==> config.mk <==
export PLATFORM = sky130hd
export DESIGN_NAME = dmem_access_ctrl
export DESIGN_NICKNAME = d
export VERILOG_FILES = /design/src/rtl/dmem_access_ctrl.sv
export SDC_FILE = /design/constraint.sdc
export NUM_CORES = 1
export LEC_CHECK = 0
export ABC_AREA = 1
export CAP_MARGIN = 5
export CORE_MARGIN = 2
export CORE_UTILIZATION = 30
export DETAILED_ROUTE_END_ITERATION = 6
export GPL_TIMING_DRIVEN = 0
export HOLD_SLACK_MARGIN = 0.08
export MAX_ROUTING_LAYER = met4
export PLACE_DENSITY = 0.57
export SYNTH_ARGS = -nofsm -noshare
export SYNTH_HDL_FRONTEND = slang
export SYNTH_SLANG_ARGS = --single-unit
==> constraint.sdc <==
create_clock -name clock -period 1.82 [get_ports clock]
set_input_delay 0.364 -clock clock [delete_from_list [all_inputs] [get_ports clock]]
set_output_delay 0.364 -clock clock [all_outputs]
set_load 0.05 [all_outputs]
==> src/rtl/dmem_access_ctrl.sv <==
`default_nettype none
// ============================================================================
// Module   : dmem_access_ctrl
// Purpose  : CPU-side load/store initiator for the 2**ADDR_BITS x 64 data RAM,
//            with read-modify-write for sub-doubleword stores.
// Revision : 1.0  initial release
// ============================================================================
module dmem_access_ctrl #(
    parameter int ADDR_BITS = 8
) (
    input  logic                 clock,
    input  logic                 reset,
    input  logic                 req,
    input  logic                 store,
    input  logic [1:0]           size,
    input  logic                 sext,
    input  logic [63:0]          address,
    input  logic [63:0]          wdata,
    output logic                 ready,
    output logic                 done,
    output logic                 err,
    output logic [63:0]          rdata,
    output logic [ADDR_BITS-1:0] ram_address,
    output logic [63:0]          ram_in,
    output logic                 ram_write,
    input  logic [63:0]          ram_out
);

    localparam logic [1:0] S_IDLE = 2'd0;
    localparam logic [1:0] S_RD   = 2'd1;
    localparam logic [1:0] S_WR   = 2'd2;
    localparam logic [1:0] S_DONE = 2'd3;

    logic [1:0]           r_state;
    logic                 r_store;
    logic [1:0]           r_size;
    logic                 r_sext;
    logic [2:0]           r_offset;
    logic [63:0]          r_wdata;
    logic                 r_err;
    logic [63:0]          r_rdata;
    logic [ADDR_BITS-1:0] r_ram_address;
    logic [63:0]          r_ram_in;
    logic                 r_ram_write;

    logic                 w_misaligned;
    logic                 w_out_of_range;
    logic                 w_reject;
    logic [5:0]           w_shift;
    logic [63:0]          w_field_mask;
    logic [63:0]          w_shifted;
    logic [63:0]          w_load_result;
    logic [63:0]          w_merged;

    // Alignment is checked against the incoming request, before it is latched.
    always_comb begin
        w_misaligned = 1'b0;
        case (size)
            2'b00:   w_misaligned = 1'b0;
            2'b01:   w_misaligned = address[0];
            2'b10:   w_misaligned = |address[1:0];
            default: w_misaligned = |address[2:0];
        endcase
    end

    assign w_out_of_range = |address[63:ADDR_BITS+3];
    assign w_reject       = w_misaligned | w_out_of_range;

    assign w_shift = {r_offset, 3'b000};

    always_comb begin
        w_field_mask = 64'hFFFF_FFFF_FFFF_FFFF;
        case (r_size)
            2'b00:   w_field_mask = 64'h0000_0000_0000_00FF << w_shift;
            2'b01:   w_field_mask = 64'h0000_0000_0000_FFFF << w_shift;
            2'b10:   w_field_mask = 64'h0000_0000_FFFF_FFFF << w_shift;
            default: w_field_mask = 64'hFFFF_FFFF_FFFF_FFFF;
        endcase
    end

    assign w_shifted = ram_out >> w_shift;

    always_comb begin
        w_load_result = ram_out;
        case (r_size)
            2'b00:   w_load_result = {{56{r_sext & w_shifted[7]}},  w_shifted[7:0]};
            2'b01:   w_load_result = {{48{r_sext & w_shifted[15]}}, w_shifted[15:0]};
            2'b10:   w_load_result = {{32{r_sext & w_shifted[31]}}, w_shifted[31:0]};
            default: w_load_result = ram_out;
        endcase
    end

    // Untouched byte lanes come from the word just read back.
    assign w_merged = (ram_out & ~w_field_mask) | ((r_wdata << w_shift) & w_field_mask);

    always_ff @(posedge clock) begin
        if (reset) begin
            r_state       <= S_IDLE;
            r_store       <= 1'b0;
            r_size        <= 2'b00;
            r_sext        <= 1'b0;
            r_offset      <= 3'd0;
            r_wdata       <= 64'd0;
            r_err         <= 1'b0;
            r_rdata       <= 64'd0;
            r_ram_address <= '0;
            r_ram_in      <= 64'd0;
            r_ram_write   <= 1'b0;
        end else begin
            r_ram_write <= 1'b0;
            case (r_state)
                S_IDLE: begin
                    if (req) begin
                        r_store  <= store;
                        r_size   <= size;
                        r_sext   <= sext;
                        r_offset <= address[2:0];
                        r_wdata  <= wdata;
                        r_err    <= w_reject;
                        if (w_reject) begin
                            r_state <= S_DONE;
                        end else begin
                            r_ram_address <= address[ADDR_BITS+2:3];
                            if (store && (size == 2'b11)) begin
                                r_ram_in    <= wdata;
                                r_ram_write <= 1'b1;
                                r_state     <= S_WR;
                            end else begin
                                r_state <= S_RD;
                            end
                        end
                    end
                end
                S_RD: begin
                    if (r_store) begin
                        r_ram_in    <= w_merged;
                        r_ram_write <= 1'b1;
                        r_state     <= S_WR;
                    end else begin
                        r_rdata <= w_load_result;
                        r_state <= S_DONE;
                    end
                end
                S_WR:    r_state <= S_DONE;
                default: r_state <= S_IDLE;
            endcase
        end
    end

    assign ready       = (r_state == S_IDLE);
    assign done        = (r_state == S_DONE);
    assign err         = done & r_err;
    assign rdata       = r_rdata;
    assign ram_address = r_ram_address;
    assign ram_in      = r_ram_in;
    assign ram_write   = r_ram_write;

endmodule
`default_nettype wire

==> results of run 1 <==
-- worst reg2reg max path, cell delays in order, from the launching register on --
cell and delay, ps:
sky130_fd_sc_hd__dfxtp_4 370, sky130_fd_sc_hd__inv_4 50, sky130_fd_sc_hd__ha_4 190, sky130_fd_sc_hd__inv_8 70, sky130_fd_sc_hd__nor2_4 40, sky130_fd_sc_hd__buf_6 120
sky130_fd_sc_hd__a211oi_4 220, sky130_fd_sc_hd__buf_6 180, sky130_fd_sc_hd__buf_12 130, sky130_fd_sc_hd__nand2_8 130, sky130_fd_sc_hd__buf_8 190, sky130_fd_sc_hd__nand2_1 60
sky130_fd_sc_hd__a21oi_1 60
-- flip-flops by register name, summed over array words and instances (netlist names) --
register     count
r_wdata         64
r_sext           1
r_state          2
r_size           2
rdata           64
ram_write        1
ram_address      8
ram_in          64
r_offset         3
r_err            1
r_store          1
-- what timing repair did --
action | in CTS | in global routing
pin swaps | 115 | 116
gates cloned | 12 | 6
setup endpoints to repair | 350 | 236
resized for setup | 836 | 419
setup buffers | 54 | 20
-- per-layer routing --
metal  up-vias  track usage (%)  share of wire [%]
li1       8241                -                  -
met1      8516             47.0                 42
met2       846             58.2                 45
met3       177             5.01                7.4
met4         0             14.6                5.3
met5         -                -                  0
-- synth_stat cells, types with 3 or more instances --
cell                       number  share of area [%]
sky130_fd_sc_hd__o22ai_1        6               0.28
sky130_fd_sc_hd__dfxtp_1      211                 32
sky130_fd_sc_hd__nor2_2         3               0.14
sky130_fd_sc_hd__a31oi_1       11               0.52
sky130_fd_sc_hd__nand2_2        4               0.19
sky130_fd_sc_hd__o21a_1         6               0.34
sky130_fd_sc_hd__nand3_1      197                7.5
sky130_fd_sc_hd__clkbuf_1      99                2.8
sky130_fd_sc_hd__nand2_1      666                 19
sky130_fd_sc_hd__buf_4          3               0.17
sky130_fd_sc_hd__or2_2         22                1.0
sky130_fd_sc_hd__a21oi_1      225                8.5
sky130_fd_sc_hd__o21ai_0      235                8.9
sky130_fd_sc_hd__inv_1        180                5.1
sky130_fd_sc_hd__nor2_1       290                8.3
sky130_fd_sc_hd__o211ai_1      17               0.97
sky130_fd_sc_hd__clkinv_1       3              0.085
sky130_fd_sc_hd__buf_2         41                1.6
sky130_fd_sc_hd__inv_2          6               0.17
sky130_fd_sc_hd__ha_1          10               0.95
sky130_fd_sc_hd__nand4_1       12               0.57
sky130_fd_sc_hd__buf_1         13               0.37
-- worst max path at each step --
stage | start | endpoint | slack (ps) | cells past startpoint
2_1_floorplan | r_state[1] | ram_in[3] | -20 | 11
3_3_place_gp | r_state[1] | ram_in[18] | -1360 | 10
3_5_place_dp | r_state[1] | ram_in[18] | -1380 | 10
4_1_cts | r_size[0] | ram_in[42] | -120 | 11
5_1_grt | r_state[1] | ram_in[10] | -190 | 13
6_report | r_state[1] | ram_in[2] | -140 | 12
-- final cells by class --
| cell class | instances | share of cell area [%] |
|---|---|---|
| well taps | 585 | 3.35 |
| repair buffers | 425 | 19.6 |
| plain buffers | 151 | 6.62 |
| inverters | 189 | 3.59 |
| multi-input cells | 1714 | 43.5 |
| clock buffers | 40 | 3.54 |
| clock inverters | 7 | 0.338 |
| flip-flops and latches | 211 | 19.5 |
-- through the flow --
stage          cell area (µm²)  total power (µW)  cells  utilization [%]
2_1_floorplan            13200             19600   2269                -
5_1_grt                  21800             41800   3322             50.4
3_5_place_dp             17300             27700   3191             40.1
3_3_place_gp             17300             27700   3191             40.1
6_report                 21800             40100   3322             50.4
4_1_cts                  20700             37300   3300             47.8
-- report_power, final --
| part | leakage, µW | switching, µW | internal (µW) |
|---|---|---|---|
| Sequential | 0.00174 | 1020 | 6190 |
| Clock | 0.000416 | 2270 | 3050 |
| Combinational | 0.00741 | 18100 | 9490 |
-- cell families after synthesis --
group / after synthesis / synth area share [%]
and+or+nand+nor: 1200 / 37.0
AOI/OAI and AO/OA: 503 / 19.7
buffers and inverters: 345 / 10.3
DFF: 211 / 32.0
adders and majority gates: 10 / 0.949
==> impl_summary.log, run 1 <==
INFO  metric clk-insertion-delay-late = 580 ps
INFO  metric floorplan.io_pins = 339
INFO  metric violated_checks = negative setup slack
INFO  metric final.period_utilization = 108%
INFO  metric finalMaxSlewViolations = 0
INFO  metric port-buffer-count = approximately 340
INFO  metric die_area = 0.0457 mm²
INFO  metric crit_path_max_incr_delay = 370 ps
INFO  metric number_of_clock_buffers_inserted_by_tritoncts = 26
INFO  metric timing.rr.start = r_state[1]
INFO  metric max-clock-path-buffers = 3
INFO  metric post_synth_edffs = 0
INFO  metric row_count = 76
INFO  metric number_of_antenna_violations_at_the_first_check_in_global_routing = 0
INFO  metric cts_sinks = 211
INFO  metric synthesis.yosys.warnings = 0
INFO  metric flow.area_growth_from_synthesis = 65.5%
INFO  metric p_leak = 0.00957 µW
INFO  metric worst_hold_path_type = input pin to register
INFO  metric dr.first_iter.drc_count = 1417
INFO  metric finalSetupViolations = 95
INFO  metric sum_of_net_half_perimeters_after_detailed_placement = ~65 mm
INFO  metric worst_clock_skew = between 15 and 20 ps
INFO  metric gr-total-overflow = 0
INFO  metric seq_area = about 0.0043 mm²
INFO  metric outcome = finished, violations left
INFO  metric die_w = 214 µm
INFO  metric max_slew_margin = 28.5%
INFO  metric critical_path_arrival = 2370 ps
INFO  metric antenna_cells = 0
INFO  metric synth_area = ~0.013 mm²
INFO  metric die_h = 214 µm
INFO  metric dr.pass1.iters = 6
INFO  metric fillCellCount = 4469
INFO  metric critical_path.top_delay_family = buffers and inverters
INFO  metric multi_input_combinational_cell_area = 0.00949 mm²
INFO  metric highest_net_fanout_along_the_worst_path = 8
INFO  metric crit_type = register to register
INFO  metric finalHoldViolations = 0
INFO  metric critical_path.cell_chain = inv_4 > ha_4 > inv_8 > nor2_4 > buf_6 > a211oi_4 > buf_6 > buf_12 > nand2_8 > buf_8 > nand2_1 > a21oi_1
INFO  metric tightest_slew = 1070 ps
INFO  metric net_count_after_synthesis = 2478
INFO  metric critical_path.slowest_cell = sky130_fd_sc_hd__dfxtp_4
INFO  metric irDropWorstVdd = 0.00104 V
INFO  metric worst-r2r-cell-count = 12
INFO  metric ctsHoldBuffers = 0
INFO  metric route.antenna.remaining_nets = 0
INFO  metric drc = 0
INFO  metric number_of_cells_on_the_worst_hold_path = 2
INFO  metric synth_cell_type_count = 31
INFO  metric routedWlPerCell = approximately 25 µm
INFO  metric initial_core_util = a little under a third
INFO  metric dp_worst_setup_slack = -1380 ps
INFO  metric finalNetCount = slightly below 3k
INFO  metric final_layout_size_suffix_gt1_share = roughly 26%
INFO  metric timing.hold.worst_endpoint = ram_in[1]
INFO  metric viasPerCell = 5.35
INFO  metric worstPathRequired = 2230 ps
INFO  metric total_number_of_vias = approximately 18k
INFO  metric worst_path_most_repeated_cell = sky130_fd_sc_hd__buf_6
INFO  metric timing.critical_path.buf_inv = 6
INFO  metric grt_max_degree = 14
INFO  metric hold-worst-slack = ~340 ps
INFO  metric rsz0062_at_grt = true
INFO  metric holdCritStartpoint = reset
INFO  metric worstReg2RegEnd = ram_in[2]
INFO  metric async_flop_share = 0%
INFO  metric synthCells = 2269
INFO  metric critical_path.endpoint_type = register
INFO  metric total_power_divided_by_cell_area = 1840 mW/mm²
INFO  metric achievable-frequency = between 500 and 600 MHz
INFO  metric first_global_vias = 17.0k
INFO  metric timing.setup.tns = -6590 ps
INFO  metric setup_slack = -139 ps
INFO  metric most-common-layout-cells = sky130_fd_sc_hd__nand2_1 (557), sky130_fd_sc_hd__nor2_1 (250), sky130_fd_sc_hd__dfxtp_1 (204), sky130_fd_sc_hd__clkdlybuf4s50_1 (196), sky130_fd_sc_hd__a21oi_1 (167)
INFO  metric yosysSeqAreaShare = 32.0%
INFO  metric grt_pass1_wl = 116 mm
INFO  metric clkTransAtPathRegs = 60 ps
INFO  metric final.min_clock_period = between 1500 and 2000 ps
INFO  metric ys_dominant_reg_cell = sky130_fd_sc_hd__dfxtp_1
INFO  metric mostFrequentLayoutCell = sky130_fd_sc_hd__nand2_1
INFO  metric cts-root-buf = sky130_fd_sc_hd__clkbuf_16
INFO  metric globalplace.congestion = 1.01
INFO  metric synth_area_per_cell = 5.81 µm²
INFO  metric cts_tree = done
INFO  metric max_cap_viols = 0
INFO  metric worst_setup_path_start_kind = register
INFO  metric clock_tree.htree_level_count = 1
INFO  metric groute.usage.overall = 36.6%
INFO  metric yosys_register_bits = 211
INFO  metric worst-r2r-setup-slack = -140 ps
INFO  metric finalWirelength = 83.9 mm
INFO  metric coreArea = 0.0433 mm²
Power figures use the tool's default switching activity.
==> inputs of run 2 (changes only) <==
--- a/config.mk
+++ b/config.mk
@@ -13,7 +13,7 @@
 export GPL_TIMING_DRIVEN = 0
 export HOLD_SLACK_MARGIN = 0.08
 export MAX_ROUTING_LAYER = met4
-export PLACE_DENSITY = 0.57
 export SYNTH_ARGS = -nofsm -noshare
 export SYNTH_HDL_FRONTEND = slang
 export SYNTH_SLANG_ARGS = --single-unit
+export TNS_END_PERCENT = 10
==> impl_summary.log, run 2 (synthesis gave the netlist of run 1 again) <==
INFO  metric tightest_slew = 961 ps
INFO  metric dr.pass1.iters = 6
INFO  metric groute.usage.overall = 36.8%
INFO  metric max_slew_margin = 35.9%
INFO  metric cts_sinks = around 210
INFO  metric total_power = about 39000 µW
INFO  metric mostFrequentLayoutCell = sky130_fd_sc_hd__nand2_1
INFO  metric holdCritStartpoint = reset
INFO  metric critical_path.endpoint_type = register
INFO  metric worstPathRequired = 2310 ps
INFO  metric sum_of_net_half_perimeters_after_detailed_placement = 66.0 mm
INFO  metric setup_slack = -131 ps
INFO  metric worst_clock_skew = 34.4 ps
INFO  metric cts-root-buf = sky130_fd_sc_hd__clkbuf_16
INFO  metric grt_max_degree = 14
INFO  metric critical_path_arrival = roughly 2400 ps
INFO  metric rsz0062_at_grt = true
INFO  metric first_global_vias = 17.0k
INFO  metric flow.area_growth_from_synthesis = 57.0%
INFO  metric cts_tree = done
INFO  metric final.min_clock_period = 1950 ps
INFO  metric worst_setup_path_startpoint = r_size[1]
INFO  metric route.antenna.remaining_nets = 0
INFO  metric die_h = 214 µm
INFO  metric grt_pass1_wl = 116 mm
INFO  metric achievable-frequency = 512 MHz
INFO  metric most-common-layout-cells = sky130_fd_sc_hd__nand2_1 (593), sky130_fd_sc_hd__nor2_1 (263), sky130_fd_sc_hd__a21oi_1 (212), sky130_fd_sc_hd__dfxtp_1 (204), sky130_fd_sc_hd__clkdlybuf4s50_1 (194)
INFO  metric worst_hold_path_type = input pin to register
INFO  metric total_power_divided_by_cell_area = 1890 mW/mm²
INFO  metric max_cap_viols = 0
INFO  metric initial_core_util = between 30% and 40%
INFO  metric finalMaxSlewViolations = 0
INFO  metric worst_setup_path_start_kind = register
INFO  metric clock_tree.htree_level_count = 1
INFO  metric violated_checks = negative setup slack
INFO  metric number_of_clock_buffers_inserted_by_tritoncts = 25
INFO  metric globalplace.congestion = 1.03
INFO  metric die_w = 214 µm
INFO  metric finalHoldViolations = 0
INFO  metric number_of_antenna_violations_at_the_first_check_in_global_routing = 0
INFO  metric timing.setup.tns = -7200 ps
INFO  metric highest_net_fanout_along_the_worst_path = 8
INFO  metric clkTransAtPathRegs = 70 ps
INFO  metric outcome = finished, violations left
INFO  metric crit_type = register to register
INFO  metric gr-total-overflow = 0
INFO  metric dp_worst_setup_slack = -1220 ps
INFO  metric max-clock-path-buffers = 3
INFO  metric floorplan.io_pins = 339
INFO  metric finalWirelength = ~84 mm
INFO  metric finalSetupViolations = 118
INFO  metric irDropWorstVdd = about 0.00093 V
INFO  metric die_area = 0.0457 mm²
INFO  metric timing.rr.start = r_size[1]
INFO  metric p_leak = 0.00935 µW
INFO  metric finalCoreUtilization = 47.9%
INFO  metric coreArea = roughly 0.043 mm²
INFO  metric row_count = 76
INFO  metric port-buffer-count = 337
INFO  metric routedWlPerCell = around 26 µm
INFO  metric drc = 0
INFO  metric total_number_of_vias = 17.6k
INFO  metric hold-worst-slack = 256 ps
INFO  metric clk-insertion-delay-late = 600 ps
INFO  metric antenna_cells = 0
INFO  metric finalNetCount = around 2.9k
INFO  metric final.period_utilization = 107%
INFO  metric viasPerCell = 5.33
INFO  metric dr.first_iter.drc_count = 1616
INFO  metric final_layout_size_suffix_gt1_share = 18.3%
run 2: changes by cell type in the layout (fill, tap and decap cells not counted), moves of 23 or more:
cell                              delta
sky130_fd_sc_hd__nand2_1            +36
sky130_fd_sc_hd__nand3_1            +24
sky130_fd_sc_hd__a21oi_1            +45
sky130_fd_sc_hd__a21oi_2            -42
sky130_fd_sc_hd__dlygate4sd2_1      +52
sky130_fd_sc_hd__buf_6              -23
sky130_fd_sc_hd__clkdlybuf4s15_1    -26
sky130_fd_sc_hd__clkbuf_2           -29
run 2: power breakdown:
part,internal (µW),total [µW],leakage (µW),switching [µW]
sequential,6190,7210,0.00174,1020
clock,3060,5300,0.000409,2230
combinational,9110,26600,0.00721,17500
run 2: final cells by class:
cell class / count / area, µm²
well taps: 585 / 732
plain buffers: 153 / 1360
flip-flops and latches: 211 / 4250
repair buffers: 398 / 4110
clock buffers: 37 / 731
inverters: 189 / 746
clock inverters: 7 / 106
fillers: 4541 / 22600
multi-input cells: 1715 / 8680
run 2: layer usage:
metal	global-route usage (%)	share of wire (%)	routed length [µm]	vias up
met5	-	0	0	-
met4	17.5	5.6	4750	0
met3	5.08	6.7	5650	155
met2	58.2	45	38200	793
met1	46.5	42	35600	8439
li1	-	-	-	8183
run 2: critical path: stages (launching register included):
cell,delay [ps]
sky130_fd_sc_hd__dfxtp_4,370
sky130_fd_sc_hd__buf_12,130
sky130_fd_sc_hd__ha_4,160
sky130_fd_sc_hd__nand2_4,70
sky130_fd_sc_hd__nor2_4,50
sky130_fd_sc_hd__buf_12,130
sky130_fd_sc_hd__nor2_4,210
sky130_fd_sc_hd__nand3_1,110
sky130_fd_sc_hd__nand2_1,220
sky130_fd_sc_hd__o21a_1,210
sky130_fd_sc_hd__nand3_1,80
sky130_fd_sc_hd__nand2_1,80
sky130_fd_sc_hd__nor2_1,40
run 2: path summary, 6_finish.rpt:
path	end	slack (ps)	cells past startpoint
max	ram_in[46]	-130	12
min	ram_in[1]	260	2
max reg2reg	ram_in[46]	-130	12
min reg2reg	ram_address[4]	450	2
run 2: timing repair:
item,in CTS,in global routing
resized for setup,679,168
hold buffers,0,0
pin swaps,37,61
cloned,9,6
setup buffers,28,20
setup endpoints to repair,350,250
run 2: metrics by stage:
step	cell area, µm²	std cells
after global routing	20700	3295
after CTS	19800	3270
after detailed placement	17300	3191
final	20700	3295
after global placement	17300	3191
after floorplan	13200	2269
==> edit: new RTL, flow settings as in run 2 <==
The parameter `ADDR_BITS` goes from 8 to 9.
--- a/src/rtl/dmem_access_ctrl.sv
+++ b/src/rtl/dmem_access_ctrl.sv
@@ -8,3 +8,3 @@
 module dmem_access_ctrl #(
-    parameter int ADDR_BITS = 8
+    parameter int ADDR_BITS = 9
 ) (
Ports: changed (resized ram_address); port bits go from 339 to 340. No check against the original RTL was run, so the function may have changed too.
==> edit against run 2 <==
  * The run still ends with negative setup slack left
  * Sequential cell count rose by 1
  * Final area fell by 2.4%
  * Power fell by 6.0%
  * Area after synthesis rose by 0.92%
  * Cell count rose by 0.27%
  * Critical endpoint is now ram_in[16]
  * Count of clock-buffer cells in the layout did not move
  * Highest routed layer unchanged
  * Setup slack got worse by 0.0024 ns
  * Routed wire length rose by 2.0%
  * Core utilization fell by 2.0 points
  * Sequential power barely moved
  * Largest power group unchanged
==> edit: results (changes against run 2) <==
Status = finished with violations
Failing checks = negative setup slack
Post-Route Setup TNS = -3.04 ns (+4.16 ns)
Vias in the first global route = 16902 (-0.50%)
Adder-cell share of the synthesized area = 0.00940 (-0.0000865)
# setup viols final = 82 (-31%)
TritonCTS Buffers = 27 (+8.0%)
Max Clock Skew = 0.0420 ns (+0.00765 ns)
Hold EP = r_offset[0]
Compound-cell area share of the yosys netlist = 0.192 (-0.00490)
Leakage power = 9.19 nW (-1.7%)
DP HPWL = 69700 um (+5.6%)
Final cell count without fillers = 3304 (+0.27%)
Fill cells = 4671 (+2.9%)
Top post-synthesis cells by count = nand2_1, nor2_1, a21oi_1
Post-route setup slack = -0.134 ns (-0.00236 ns)
Setup crit end = ram_in[16]
Post-Synthesis Cells = 2275 (+0.26%)
Initial antenna violation count = 2 (+2)
Multi-input gate share of total cell area = 0.431 (+0.0117)
Crit-path max FO = 7 (-1)
ClkCell Share = 0.0430 (+0.00262)
Ranking of synthesized cells by area = dfxtp_1, nand2_1, a21oi_1
Sequential area share after synthesis = 0.319 (-0.00142)
Syn_nets = 2484 (+0.24%)
Iter 0 DRT Violations = 1538 (-4.8%)
[edit: changes by cell type after synthesis, sizes merged, moves of 8 or more]
cell	delta
buf	+13
clkbuf	-13
nand2	+28
nand3	-9
o21ai	-13
o22ai	+13
or2	-8
[edit: per-layer routing]
| layer | routed length (um) | track usage |
|---|---|---|
| met1 | 34700 | 0.442 |
| met2 | 39700 | 0.608 |
| met3 | 5470 | 0.0470 |
| met4 | 6030 | 0.214 |
| met5 | 0 | - |
[edit: worst register-to-register path: cells and delay by family, from the launching register on]
kind | cells | cell delay [ns]
compound gates | 1 | 0.35
fa+ha+maj | 1 | 0.26
flops | 1 | 0.39
simple gates | 7 | 0.70
buf+inv | 2 | 0.19
[edit: timing repair]
| item | in CTS | in global routing |
|---|---|---|
| resized for setup | 528 | 364 |
| gates cloned | 1 | 4 |
| buffers inserted | 33 | 14 |
| pin swaps | 49 | 66 |
| setup endpoints to repair | 352 | 252 |
